===== src/rtl/uart_tx_fifo.sv =====
// UART transmitter fed by a small write FIFO, with a runtime baud divisor and 1/2 stop bits.
// Define UART_TX_PARITY_EN to add the parity_en/parity_odd ports and the PARITY state.
module uart_tx_fifo #(
    parameter int DATA_BITS  = 8,
    parameter int DIV_W      = 16,
    parameter int FIFO_DEPTH = 4
) (
    input  logic                        clk,
    input  logic                        rst,
    input  logic [DIV_W-1:0]            baud_div,
    input  logic                        stop2,
`ifdef UART_TX_PARITY_EN
    input  logic                        parity_en,
    input  logic                        parity_odd,
`endif
    input  logic                        wr_valid,
    input  logic [DATA_BITS-1:0]        wr_data,
    output logic                        wr_ready,
    output logic                        tx,
    output logic                        busy,
    output logic [$clog2(FIFO_DEPTH):0] fifo_count
);

    localparam int AW = $clog2(FIFO_DEPTH);
    localparam int CW = AW + 1;
    localparam int BW = $clog2(DATA_BITS + 1);

    typedef enum logic [2:0] {
        IDLE,
        START,
        DATA,
`ifdef UART_TX_PARITY_EN
        PARITY,
`endif
        STOP
    } state_t;

    state_t                 state, state_n;
    logic [DATA_BITS-1:0]   mem [FIFO_DEPTH];
    logic [AW-1:0]          wr_ptr, rd_ptr;
    logic [CW-1:0]          count, count_n;
    logic [DATA_BITS-1:0]   shreg, shreg_n;
    logic [DIV_W-1:0]       div_q, div_n;
    logic [DIV_W-1:0]       baud_cnt, baud_cnt_n;
    logic [BW-1:0]          bit_cnt, bit_cnt_n;
    logic                   stop2_q, stop2_n;
    logic                   tx_q, tx_n;
    logic                   busy_q, busy_n;
    logic                   ready_q, ready_n;
    logic                   push, pop, start_frame, bit_end, fifo_nonempty;
`ifdef UART_TX_PARITY_EN
    logic                   par_en_q, par_en_n;
    logic                   par_bit_q, par_bit_n;
`endif

    assign push          = wr_valid && ready_q;
    assign pop           = start_frame;
    assign fifo_nonempty = (count != '0);
    assign bit_end       = (baud_cnt == div_q - DIV_W'(1));
    assign count_n       = count + CW'(push) - CW'(pop);
    assign ready_n       = (count_n != CW'(FIFO_DEPTH));

    assign wr_ready   = ready_q;
    assign tx         = tx_q;
    assign busy       = busy_q;
    assign fifo_count = count;

    // Storage needs no reset: the cleared pointers make stale entries unreachable.
    always_ff @(posedge clk) begin
        if (push)
            mem[wr_ptr] <= wr_data;
    end

    always_ff @(posedge clk or posedge rst) begin
        if (rst) begin
            state    <= IDLE;
            wr_ptr   <= '0;
            rd_ptr   <= '0;
            count    <= '0;
            shreg    <= '0;
            div_q    <= DIV_W'(2);
            baud_cnt <= '0;
            bit_cnt  <= '0;
            stop2_q  <= 1'b0;
            tx_q     <= 1'b1;
            busy_q   <= 1'b0;
            ready_q  <= 1'b1;
`ifdef UART_TX_PARITY_EN
            par_en_q  <= 1'b0;
            par_bit_q <= 1'b0;
`endif
        end else begin
            state    <= state_n;
            count    <= count_n;
            shreg    <= shreg_n;
            div_q    <= div_n;
            baud_cnt <= baud_cnt_n;
            bit_cnt  <= bit_cnt_n;
            stop2_q  <= stop2_n;
            tx_q     <= tx_n;
            busy_q   <= busy_n;
            ready_q  <= ready_n;
            if (push)
                wr_ptr <= wr_ptr + AW'(1);
            if (pop)
                rd_ptr <= rd_ptr + AW'(1);
`ifdef UART_TX_PARITY_EN
            par_en_q  <= par_en_n;
            par_bit_q <= par_bit_n;
`endif
        end
    end

    always_comb begin
        state_n     = state;
        shreg_n     = shreg;
        div_n       = div_q;
        baud_cnt_n  = bit_end ? '0 : baud_cnt + DIV_W'(1);
        bit_cnt_n   = bit_cnt;
        stop2_n     = stop2_q;
        tx_n        = tx_q;
        busy_n      = busy_q;
        start_frame = 1'b0;
`ifdef UART_TX_PARITY_EN
        par_en_n    = par_en_q;
        par_bit_n   = par_bit_q;
`endif

        case (state)
            IDLE: begin
                baud_cnt_n  = '0;
                start_frame = fifo_nonempty;
            end
            START: begin
                if (bit_end) begin
                    state_n   = DATA;
                    bit_cnt_n = '0;
                    tx_n      = shreg[0];
                end
            end
            DATA: begin
                if (bit_end) begin
                    if (bit_cnt == BW'(DATA_BITS - 1)) begin
                        bit_cnt_n = '0;
`ifdef UART_TX_PARITY_EN
                        if (par_en_q) begin
                            state_n = PARITY;
                            tx_n    = par_bit_q;
                        end else begin
                            state_n = STOP;
                            tx_n    = 1'b1;
                        end
`else
                        state_n = STOP;
                        tx_n    = 1'b1;
`endif
                    end else begin
                        shreg_n   = shreg >> 1;
                        tx_n      = shreg[1];
                        bit_cnt_n = bit_cnt + BW'(1);
                    end
                end
            end
`ifdef UART_TX_PARITY_EN
            PARITY: begin
                if (bit_end) begin
                    state_n   = STOP;
                    bit_cnt_n = '0;
                    tx_n      = 1'b1;
                end
            end
`endif
            STOP: begin
                // bit_cnt counts stop bits here; a queued word starts with no idle gap.
                if (bit_end) begin
                    if (stop2_q && bit_cnt == '0) begin
                        bit_cnt_n = BW'(1);
                    end else if (fifo_nonempty) begin
                        start_frame = 1'b1;
                    end else begin
                        state_n = IDLE;
                        busy_n  = 1'b0;
                        tx_n    = 1'b1;
                    end
                end
            end
            default: state_n = IDLE;
        endcase

        // Frame start: pop the head word and freeze the line configuration for this frame.
        if (start_frame) begin
            state_n    = START;
            shreg_n    = mem[rd_ptr];
            div_n      = (baud_div < DIV_W'(2)) ? DIV_W'(2) : baud_div;
            stop2_n    = stop2;
            tx_n       = 1'b0;
            busy_n     = 1'b1;
            bit_cnt_n  = '0;
            baud_cnt_n = '0;
`ifdef UART_TX_PARITY_EN
            par_en_n   = parity_en;
            par_bit_n  = (^mem[rd_ptr]) ^ parity_odd;
`endif
        end
    end

endmodule

===== config.mk =====
export PLATFORM = sky130hd
export DESIGN_NAME = uart_tx_fifo
export DESIGN_NICKNAME = d
export VERILOG_FILES = /design/src/rtl/uart_tx_fifo.sv
export SDC_FILE = /design/constraint.sdc
export NUM_CORES = 1
export LEC_CHECK = 0
export ABC_AREA = 1
export CAP_MARGIN = 25
export CORE_ASPECT_RATIO = 0.7
export CORE_MARGIN = 4
export CORE_UTILIZATION = 53
export CTS_BUF_LIST = sky130_fd_sc_hd__clkbuf_8 sky130_fd_sc_hd__clkbuf_16
export DETAILED_ROUTE_END_ITERATION = 8
export PLACE_DENSITY_LB_ADDON = 0.2
export SKIP_CTS_REPAIR_TIMING = 1
export SLEW_MARGIN = 20
export SYNTH_ARGS = -nofsm -noshare
export SYNTH_HDL_FRONTEND = slang
export SYNTH_SLANG_ARGS = --single-unit

===== constraint.sdc =====
create_clock -name clk -period 3.1 [get_ports clk]
set_clock_uncertainty 0.05 [all_clocks]
set_input_delay 0.775 -clock clk [delete_from_list [all_inputs] [get_ports clk]]
set_output_delay 0.775 -clock clk [all_outputs]
set_load 0.01 [all_outputs]

Word level (Yosys, flattened, before mapping)
Memory sizes are Yosys's and may differ from the RTL's.
Index checks and enable logic that the tools add are counted.

word-level totals
  bits in writable memories = 32
  bits in registers = 58
  logic and storage cells = 94
  bits of input ports = 28
  memories = 1
  output and inout bits = 6

operators by class
  add/sub/neg operators = 7
  magnitude comparators = 1
  muxes and demuxes = 42
  equal/unequal tests = 17
  reduce and logical (&&, ||, !) cells = 14

memories
  name  depth  bits a word  rd ports  clocked after Yosys merged registers in  write ports  RTL line  source
  mem   4      8            1         0                                        1            39        logic [DATA_BITS-1:0] mem [FIFO_DEPTH];

operators with widths
  operator               count
  $mux 16                4
  $mux 8                 4
  $mux 4                 6
  $ne 3x3->1 const B     8
  $mux 3                 7
  $mux 1                 17
  $add 16x1->16 const B  1
  $eq 16x16->1           1
  $lt 16x2->1 const B    1
  $sub 16x1->16 const B  1
  $pmux 3 s4             1
  $pmux 4 s3             1
  $ne 2x2->1 const B     4
  $reduce_and 7->1       1
  $eq 3x2->1 const B     2
  $reduce_and 6->1       1
  $reduce_bool 2->1      3
  $reduce_and 5->1       1
  $add 2x1->2 const B    2
  $add 4x1->4 const B    1
  $eq 4x3->1 const B     1
  $logic_not 4->1        1
  $reduce_and 4->1       1
  $reduce_bool 4->1      1
  other kinds (9)        10

Depth between registers and ports, before layout
Gate-level depths: netlist of run 1.

  depth after elaboration = 7
  mapped depth = 26
  depth with buffers taken out = 24

Worst setup path after synthesis of run 1
No wires, ideal clock.

  kind = flip-flop to flip-flop
  start point = reg div_q[1]
  end point = reg ready_q (netlist: wr_ready)
  data arrival time = 3.145 ns
  buffers on the path = 2
  clock period less this slack = 3.277 ns
  stages on the path, launching flop included = 26
  setup time = 0.083 ns
  path slack = -0.177 ns
  required time = 2.967 ns
  cells stage by stage = dfstp_2 inv_1 ha_1 nand2_1 nor2_4 nand2_1 nand2_1 nand2_1 inv_1 nor2_1 nand3_1 nor2_1 nand3_1 nand2_2 nand2_4 inv_2 buf_6 buf_4 ha_1 inv_1 ha_1 inv_1 fa_1 xnor2_1 xnor2_1 nand2_1

between the ends
  longest elaborated chain between the ends = 6

RTL lines
  element                 RTL line  source
  start, declared         43        logic [DIV_W-1:0] div_q, div_n;
  start signal, assigned  96        div_q <= div_n;
  $sub 16x1->16           59        assign bit_end = (baud_cnt == div_q - DIV_W'(1));
  $eq 16x16->1            59
  $mux 1                  175       if (bit_end) begin
  $pmux 1 s2              129       case (state)
  $sub 3x1->3             60        assign count_n = count + CW'(push) - CW'(pop);
  via count_n[2]          41        logic [CW-1:0] count, count_n;
  $ne 3x3->1              61        assign ready_n = (count_n != CW'(FIFO_DEPTH));
  via ready_n             49        logic ready_q, ready_n;
  end signal, assigned    102       ready_q <= ready_n;
  end, declared           49

The timed path passes the listed nets, and every way through them passes these cells.
A chain may end at the register's enable or synchronous reset.

Final worst setup path of run 1
Ends and elaborated chain as after synthesis.

==> impl_metrics.csv, run 1 <==
group,metric,value,unit
sta,setup_viol,0,
placed_design,dpl.hpwl,7370,um
critical_path,critPathKind,"flop to flop",
critical_path,crit_start,"div_q[1]",
route,vias_per_cell,5.12,
die,start_util,54.7,%
cts,clock_sinks,89,
critical_path,cp.buffers_inverters,4,
route,routed_wl,10300,um
critical_path,cp_data_arrival_time,3.24,ns
critical_path,crit_path_max_incr_delay,0.56,ns
cts,cts-htree-levels,3,
critical_path,end_kind,"flop",
global_routing,overflow,0,
synth,yosysWarnings,0,
critical_path,reg2reg_from,"div_q[1]",
critical_path,worstSetupEndpoint,"wr_ready",
cts,clk_latency,0.34,ns
critical_path,r2r_slack,0.09,ns
sta,max_freq,332,MHz
cells_and_area,drive_above_1_share,11.8,%
cells_and_area,mostFrequentLayoutCells,"nand2_1 (136), inv_1 (62), nor2_1 (56), dfrtp_1 (53), nand3_1 (52)",
cells_and_area,nets,633,
critical_path,slowest_stage,"dfstp_2",
cells_and_area,stdcell_area,0.00562,sq mm
route,drt_iter0_drc,280,
die,die_area,0.0104,sq mm
synth,syn-num-nets,586,
critical_path,cp_cell_sequence,"inv_2 -> ha_4 -> or2_4 -> nand3_2 -> nor2_1 -> nand2_1 -> nor2_1 -> nand2_1 -> nor2_4 -> nand3_2 -> nand2_2 -> nand2_4 -> inv_4 -> ha_4 -> inv_2 -> ha_4 -> inv_2 -> fa_2 -> xnor2_2 -> xnor2_1 -> nand2_1",
global_routing,grt_first_pass_wirelength,17300,um
synth,ys_types,37,
global_routing,grt_pass1_vias,3613,
route,avgRoutedWirePerCell,14.4,um
synth,ys_seq_elements,89,
critical_path,start_kind,"flop",
worst_hold_path,hold_depth,1,
die,die_y,86.4,um
cells_and_area,areaGrowthSynthToFinish,20.8,%
die,rows,28,
synth,yosysSeqAreaShare,51.4,%
global_routing,use_met3,5.81,%
synth,netlist_area,0.00465,sq mm
power_and_ir_drop,p_leak,0.00255,uW
route,antenna_left,0,
synth,async_flop_share,64.0,%
cells_and_area,layout_commonest_cell,"nand2_1",
cells_and_area,fin_cells,715,
route,drc,0,
cts,cts_tree,"done",
worst_hold_path,holdCritPathClass,"flop to flop",
power_and_ir_drop,power.density,990,mW/mm^2
sta,layout_min_cycle_time,3.01,ns
critical_path,crit_cells,21,
sta,period_share,97.2,%
global_routing,met1_usage,31.2,%
cells_and_area,antenna_cells,0,
synth,synth_edf_count,32,
power_and_ir_drop,peakVddDrop,0.753,mV
cts,numCtsBuffers,9,
synth,syn-instance-count,543,
sta,relSlewSlack,59.9,%
synth,synth_ff_type,"dfrtp_1",
placed_design,place_area,0.00522,sq mm
cts,root_buffer,"clkbuf_16",
critical_path,r2r-end,"wr_ready",
placed_design,place_inst,695,
global_routing,grt_busiest_layer,"met2",
route,first_pass_iters,4,
placed_design,port_buffers,33,
sta,setup_tns,0,ns
synth,syn_area_per_cell,8.57,sq um
sta,tightest_slew,0.595,ns
run_status,status,"finished clean",
flow_run,maxCapViolCount,0,
global_routing,grtUsageMet2,31.6,%
placed_design,globalplace.congestion,0.887,
global_routing,grt_max_degree,58,
sta,whs,0.426,ns
cts,path_clk_slew,0.06,ns
die,die_w,120,um
cts,clk_path_buf_depth,2,
sta,slew_viol_final,0,
die,core_area,0.00851,sq mm
sta,finalHoldViolCount,0,
critical_path,required,3.32,ns
global_routing,grt_antenna_before_repair,0,
die,io_pins,34,
global_routing,grt_usage,21.5,%
route,dr_total_vias,3658,
critical_path,crit_fanout,3,
critical_path,cp_top_family,"simple AND/OR/NAND/NOR gates",
critical_path,worstRegToRegCells,21,
sta,rsz0062_at_grt,"yes",
cells in the mapped netlist, drive strengths merged (5+ instances only):
| cell | count | area share (%) |
|---|---|---|
| nand2 | 144 | 12 |
| nor2 | 69 | 6.7 |
| inv | 68 | 5.5 |
| dfrtp | 54 | 29 |
| nand3 | 54 | 5.8 |
| edfxtp | 32 | 21 |
| o21ai | 30 | 3.2 |
| xor2 | 17 | 3.2 |
| ha | 14 | 3.8 |
| a21oi | 11 | 1.2 |
| nor4 | 7 | 0.94 |
| clkbuf | 6 | 0.48 |
| nor3 | 6 | 0.89 |
| xnor2 | 6 | 1.1 |
| buf | 5 | 0.86 |
metrics by stage:
| stage | total power, uW | util [%] | setup WS [ns] |
|---|---|---|---|
| final | 5570 | 66.0 | 0.0863 |
| after global routing | 6010 | 66.0 | -0.0926 |
| after CTS | 5500 | 65.2 | -0.0714 |
| after detailed placement | 4240 | 61.3 | -0.0743 |
| after global placement | 4150 | 61.3 | 0.0413 |
| after floorplan | 3630 | - | -0.0891 |
metal layers:
layer  up-vias  wire length, um  share of wire, %
met2        77             4410                43
met3        11              469               4.5
li1       1837                -                 -
met4         0              137               1.3
met5         -                0                 0
met1      1733             5300                51
layout make-up:
cell class,instances,area (sq um)
Clock inverter,7,111
Multi-Input combinational cell,375,2040
Tap cell,120,150
Clock buffer,9,225
Inverter,68,258
Sequential cell,89,2390
Fill cell,731,2890
Timing Repair Buffer,47,448
registers in the layout, summed over array words and instances, names as in the netlist:
signal and cells:
state 2, mem 32, div_q 16, fifo_count 3
rd_ptr 2, stop2_q 1, busy 1, wr_ptr 2
bit_cnt 4, shreg 8, tx 1, baud_cnt 16
wr_ready 1
worst reg2reg max path, cell delays in order, from the launching register on:
cell,delay [ns]
dfstp_2,0.56
inv_2,0.05
ha_4,0.26
or2_4,0.10
nand3_2,0.06
nor2_1,0.09
nand2_1,0.06
nor2_1,0.09
nand2_1,0.09
nor2_4,0.14
nand3_2,0.07
nand2_2,0.09
nand2_4,0.06
inv_4,0.06
ha_4,0.19
inv_2,0.06
ha_4,0.11
inv_2,0.03
fa_2,0.34
xnor2_2,0.14
xnor2_1,0.17
nand2_1,0.07
power breakdown:
| group | leakage [uW] | switching, uW | internal (uW) |
|---|---|---|---|
| Sequential | 0.00101 | 276 | 1600 |
| Combinational | 0.00137 | 1540 | 924 |
| Clock | 0.000172 | 448 | 782 |
cells by family (layout without fill, tap and decap cells):
| kind of cell | count (synthesis) | count (layout) | synth area share (%) |
|---|---|---|---|
| simple gates | 292 | 292 | 27.9 |
| flops | 89 | 89 | 51.4 |
| buf+inv | 79 | 131 | 6.83 |
| compound gates | 44 | 44 | 4.87 |
| xor+xnor | 24 | 24 | 4.81 |
| fa+ha+maj | 15 | 15 | 4.19 |
worst min-delay path by stage:
stage | from | endpoint | slack [ns]
floorplan | rd_ptr[1] | rd_ptr[1] | 0.39
global placement | rd_ptr[1] | rd_ptr[1] | 0.41
detailed placement | rd_ptr[1] | rd_ptr[1] | 0.42
CTS | rd_ptr[1] | rd_ptr[1] | 0.42
global route | rd_ptr[1] | rd_ptr[1] | 0.45
finish | rd_ptr[1] | rd_ptr[1] | 0.43
Power figures use the tool's default switching activity.
==> run 2: changes to the inputs <==
--- a/config.mk
+++ b/config.mk
@@ -9,7 +9,7 @@
 export CAP_MARGIN = 25
 export CORE_ASPECT_RATIO = 0.7
 export CORE_MARGIN = 4
-export CORE_UTILIZATION = 53
+export CORE_UTILIZATION = 55
 export CTS_BUF_LIST = sky130_fd_sc_hd__clkbuf_8 sky130_fd_sc_hd__clkbuf_16
 export DETAILED_ROUTE_END_ITERATION = 8
 export PLACE_DENSITY_LB_ADDON = 0.2
==> constraint.sdc (replaced) <==
create_clock -name clk -period 3.5 [get_ports clk]
set_clock_uncertainty 0.05 [all_clocks]
set_input_delay 0.875 -clock clk [delete_from_list [all_inputs] [get_ports clk]]
set_output_delay 0.875 -clock clk [all_outputs]
set_load 0.01 [all_outputs]
==> run 2 against run 1 <==
  * Cell count is 3.4% lower
  * Clock-buffer cell count stayed put
  * Combinational power is 19% lower
  * Non-clock buffer count is 5 lower
  * Critical endpoint unchanged
  * Sequential cell count stayed put
  * Die area is 3.4% lower
  * First-iteration DRC count is 8.6% higher
  * Clock power is 18% lower
  * Via count hardly changed
==> impl_metrics.csv, run 2 (synthesis gave the netlist of run 1 again) <==
group,metric,value,unit
global_routing,grt_pass1_vias,3626,
global_routing,grt_usage,21.4,%
power_and_ir_drop,p_comb_share,42.7,%
flow_run,maxCapViolCount,0,
sta,rsz0062_at_grt,"no",
route,routed_wl,10100,um
die,start_util,57.9,%
cts,clock_sinks,89,
route,wl_met2,4200,um
worst_hold_path,holdCritPathClass,"flop to flop",
cells_and_area,areaGrowthSynthToFinish,17.1,%
sta,period_share,92.7,%
cts,clk_path_buf_depth,2,
die,die_area,0.0100,sq mm
die,core_area,0.00804,sq mm
power_and_ir_drop,swShare,41.3,%
power_and_ir_drop,power.density,864,mW/mm^2
route,drt_iter0_drc,304,
cts,clk_latency,0.34,ns
placed_design,preCtsSetupSlack,0.197,ns
cts,cts-htree-levels,3,
route,first_pass_iters,5,
cells_and_area,antenna_cells,0,
power_and_ir_drop,seq_power_share,35.9,%
die,rows,27,
sta,slew_viol_final,0,
run_status,status,"finished clean",
route,antenna_left,0,
cells_and_area,nets,628,
route,vias_per_cell,5.30,
power_and_ir_drop,internal_power,2760,uW
sta,layout_min_cycle_time,3.24,ns
route,top_layer,"met4",
placed_design,globalplace.congestion,0.873,
sta,setup_viol,0,
route,dr_total_vias,3660,
sta,tightest_slew,0.761,ns
die,die_w,118,um
critical_path,cp_data_arrival_time,3.46,ns
critical_path,crit_fanout,3,
cells_and_area,drive_above_1_share,7.97,%
route,routedLengthMet1,5140,um
cells_and_area,reg.largest.list,"mem: 32 flops, baud_cnt: 16 flops, div_q: 16 flops",
route,avgRoutedWirePerCell,14.6,um
critical_path,required,3.72,ns
sta,whs,0.427,ns
critical_path,critPathKind,"flop to flop",
route,drc,0,
route,met3_length,608,um
cells_and_area,largest_reg_flops,32,
cts,root_buffer,"clkbuf_16",
cts,numCtsBuffers,9,
global_routing,grt_antenna_before_repair,0,
power_and_ir_drop,p_leak,0.00250,uW
die,io_pins,34,
sta,relSlewSlack,48.8,%
global_routing,overflow,0,
power_and_ir_drop,switchingPower,1950,uW
power_and_ir_drop,peakVddDrop,0.894,mV
global_routing,grt_max_degree,38,
cts,path_clk_slew,0.06,ns
critical_path,end_kind,"flop",
power_and_ir_drop,clkPwrFrac,21.5,%
sta,setup_tns,0,ns
die,die_y,85.0,um
cells_and_area,top_register,"mem",
sta,finalHoldViolCount,0,
critical_path,start_kind,"flop",
global_routing,grt_first_pass_wirelength,17200,um
cells_and_area,layout_commonest_cell,"nand2_1",
cells_and_area,mostFrequentLayoutCells,"nand2_1 (140), inv_1 (66), nor2_1 (59), nand3_1 (54), dfrtp_1 (54)",
placed_design,dpl.hpwl,7340,um
placed_design,port_buffers,33,
cts,cts_tree,"done",
power_and_ir_drop,total_power,4710,uW
sta,finalWorstSetupSlack,0.257,ns
sta,max_freq,308,MHz
[run 2: changes by cell type in the layout (fill, tap and decap cells not counted), sizes merged]
cell      change
bufinv        -1
clkinvlp      +1
buf           -5
[run 2: layout make-up]
class / count / area, sq um
Fill cell: 669 / 2590
Sequential cell: 89 / 2390
Multi-Input combinational cell: 375 / 1970
Timing Repair Buffer: 42 / 398
Inverter: 68 / 255
Clock buffer: 9 / 225
Tap cell: 101 / 126
Clock inverter: 7 / 87.6
[run 2: worst paths after layout]
kind | startpoint | to | slack, ns | cells after the start
max | div_q[1] | wr_ready | 0.26 | 23
min | rd_ptr[1] | rd_ptr[1] | 0.43 | 1
max reg2reg | div_q[1] | wr_ready | 0.26 | 23
min reg2reg | rd_ptr[1] | rd_ptr[1] | 0.43 | 1
max in group asynchronous | rst | div_q[1] | 1.76 | 3
min in group asynchronous | rst | div_q[13] | 0.93 | 2
[run 2: power groups by stage]
stage / Sequential [uW] / Combinational [uW] / Clock (uW)
6_report: 1690 / 2010 / 1010
5_1_grt: 1730 / 2290 / 1070
4_1_cts: 1680 / 1980 / 1030
3_5_place_dp: 1700 / 1960 / 0
3_3_place_gp: 1690 / 1870 / 0
2_1_floorplan: 1620 / 1500 / 0
[run 2: critical path, stage by stage (launching register included)]
cell	delay (ns)
dfstp_2	0.55
inv_1	0.05
ha_1	0.21
inv_1	0.06
nand2_1	0.07
nand3_1	0.09
nand2_1	0.05
nor2_1	0.09
nand2_1	0.05
nor2_1	0.12
nand2_1	0.09
nor2_2	0.13
nand3_1	0.10
nand2_2	0.10
nand2_4	0.05
inv_2	0.06
ha_1	0.21
inv_1	0.07
ha_1	0.14
inv_1	0.05
fa_2	0.35
xnor2_2	0.14
xnor2_1	0.20
nand2_1	0.07
[run 2: per-stage QoR]
step | util (%) | cells | area (sq um)
6_report | 67.8 | 691 | 5450
5_1_grt | 67.8 | 691 | 5450
4_1_cts | 67.5 | 691 | 5430
3_5_place_dp | 63.6 | 675 | 5120
3_3_place_gp | 63.6 | 675 | 5120
2_1_floorplan | - | 543 | 4650
[run 2: layer usage]
metal / track usage, % / up-vias
met5: 0 / -
met4: 5.32 / 0
met3: 6.13 / 11
met2: 31.0 / 85
met1: 31.7 / 1731
li1: - / 1833
==> run 3: changes to the inputs <==
--- a/config.mk
+++ b/config.mk
@@ -6,10 +6,11 @@
 export NUM_CORES = 1
 export LEC_CHECK = 0
 export ABC_AREA = 1
+export ABC_CLOCK_PERIOD_IN_PS = 3500
 export CAP_MARGIN = 25
 export CORE_ASPECT_RATIO = 0.7
 export CORE_MARGIN = 4
-export CORE_UTILIZATION = 55
+export CORE_UTILIZATION = 60
 export CTS_BUF_LIST = sky130_fd_sc_hd__clkbuf_8 sky130_fd_sc_hd__clkbuf_16
 export DETAILED_ROUTE_END_ITERATION = 8
 export PLACE_DENSITY_LB_ADDON = 0.2
==> run 3 against run 2 <==
  * Clock-buffer cell count unchanged
  * Highest routed layer unchanged
  * Via count down 0.19%
  * Global-route usage grew 1.4 points
  * Register-to-register slack barely moved
  * Routed wire length shrank 3.6%
  * Largest cell class unchanged
==> impl_metrics.csv, run 3 (synthesis gave the netlist of run 1 again) <==
group,metric,value,unit
run_status,status,"finished clean",
critical_path,start_kind,"flop",
global_routing,grt_first_pass_wirelength,16300,um
global_routing,grtUsageMet2,34.4,%
cts,clock_sinks,89,
route,avgRoutedWirePerCell,14.2,um
power_and_ir_drop,peakVddDrop,0.613,mV
cells_and_area,mostFrequentLayoutCells,"nand2_1 (140), inv_1 (65), nor2_1 (60), nand3_1 (54), dfrtp_1 (54)",
global_routing,grt_max_degree,58,
placed_design,port_buffers,33,
die,io_pins,34,
power_and_ir_drop,p_comb_share,44.7,%
die,die_w,113,um
critical_path,crit_fanout,5,
route,routed_wl,9700,um
power_and_ir_drop,switchingPower,1870,uW
cts,cts_tree,"done",
route,drc,0,
placed_design,preCtsSetupSlack,0.271,ns
worst_hold_path,holdCritPathClass,"flop to flop",
die,core_area,0.00742,sq mm
global_routing,grt_antenna_before_repair,0,
power_and_ir_drop,power.density,824,mW/mm^2
sta,layout_min_cycle_time,3.25,ns
sta,slew_viol_final,0,
critical_path,cp_data_arrival_time,3.49,ns
global_routing,grt_busiest_layer,"met2",
cells_and_area,drive_above_1_share,7.33,%
route,vias_per_cell,5.33,
sta,tightest_slew,0.832,ns
route,first_pass_iters,5,
sta,setup_tns,0,ns
cts,clk_latency,0.36,ns
die,die_area,0.00925,sq mm
route,dr_total_vias,3653,
die,rows,26,
power_and_ir_drop,p_leak,0.00244,uW
cts,root_buffer,"clkbuf_8",
sta,finalWorstSetupSlack,0.251,ns
sta,finalHoldViolCount,0,
route,drt_iter0_drc,363,
cts,cts-htree-levels,3,
worst_hold_path,hold_depth,1,
placed_design,dpl.hpwl,7010,um
critical_path,required,3.74,ns
power_and_ir_drop,swShare,42.6,%
cells_and_area,reg.largest.list,"mem: 32 flops, baud_cnt: 16 flops, div_q: 16 flops",
sta,period_share,92.8,%
cts,numCtsBuffers,9,
global_routing,grt_usage,22.7,%
route,antenna_left,0,
global_routing,overflow,0,
placed_design,globalplace.congestion,0.945,
global_routing,met1_usage,32.3,%
cells_and_area,largest_reg_flops,32,
sta,relSlewSlack,44.0,%
critical_path,worstRegToRegCells,23,
critical_path,end_kind,"flop",
sta,max_freq,308,MHz
critical_path,critPathKind,"flop to flop",
power_and_ir_drop,seq_power_share,38.3,%
global_routing,grt_pass1_vias,3567,
sta,setup_viol,0,
power_and_ir_drop,clkPwrFrac,17.0,%
die,die_y,81.7,um
cells_and_area,nets,625,
die,start_util,62.8,%
cts,clk_path_buf_depth,2,
cells_and_area,antenna_cells,0,
global_routing,use_met3,5.38,%
sta,rsz0062_at_grt,"no",
flow_run,maxCapViolCount,0,
cells_and_area,layout_commonest_cell,"nand2_1",
cells_and_area,areaGrowthSynthToFinish,14.6,%
power_and_ir_drop,internal_power,2520,uW
cells_and_area,top_register,"mem",
cts,path_clk_slew,0.08,ns
-- run 3: cell types whose count changed in the layout (fill, tap and decap cells not counted), sizes merged --
cell and delta:
buf -3, clkinvlp +1, inv -1
-- run 3: through the flow --
stage	instances	hold slack, ns	instance area, sq um	total power [uW]	utilization (%)
floorplan	543	0.392	4650	3120	-
global placement	669	0.409	5100	3540	68.8
detailed placement	669	0.427	5100	3600	68.8
CTS	685	0.438	5310	4350	71.6
global route	685	0.454	5340	4780	71.9
finish	685	0.437	5340	4390	71.9
-- run 3: cell type report --
class                   instances  area [sq um]
repair buffers                 39           388
clock buffers                   9           124
multi-input cells             375          1970
clock inverters                 7          86.3
flip-flops and latches         89          2390
well taps                      98           123
inverters                      68           255
fillers                       592          2080
-- run 3: final timing paths --
kind / start / to / slack (ns)
min in group asynchronous: rst / div_q[12] / 0.83
worst max register to register: div_q[1] / wr_ready / 0.25
max in group asynchronous: rst / div_q[1] / 2.27
worst min-delay path: rd_ptr[1] / rd_ptr[1] / 0.44
worst max-delay path: div_q[1] / wr_ready / 0.25
worst min register to register: rd_ptr[1] / rd_ptr[1] / 0.44
-- run 3: routing by layer --
metal | wire length, um | up-vias
met5 | 0 | -
met4 | 109 | 0
met3 | 645 | 10
met2 | 4180 | 107
met1 | 4760 | 1718
li1 | - | 1818
-- run 3: worst max-delay path, stage by stage, from the launching register on --
cell	delay (ns)
dfstp_2	0.56
inv_1	0.05
ha_1	0.22
nand2_2	0.18
nor2_4	0.08
nand2_1	0.06
nand2_1	0.05
nand2_1	0.05
inv_1	0.04
nor2_1	0.08
nand3_1	0.08
nor2_1	0.12
nand3_1	0.10
nand2_2	0.09
nand2_4	0.05
inv_2	0.06
ha_1	0.21
inv_1	0.06
ha_1	0.13
inv_1	0.04
fa_1	0.41
xnor2_2	0.21
xnor2_2	0.14
nand2_1	0.07
-- run 3: power groups by stage --
stage / logic (uW) / clock network [uW] / registers (uW)
global placement: 1850 / 0 / 1680
global route: 2240 / 813 / 1720
CTS: 1910 / 762 / 1680
floorplan: 1500 / 0 / 1620
detailed placement: 1900 / 0 / 1700
finish: 1960 / 746 / 1680
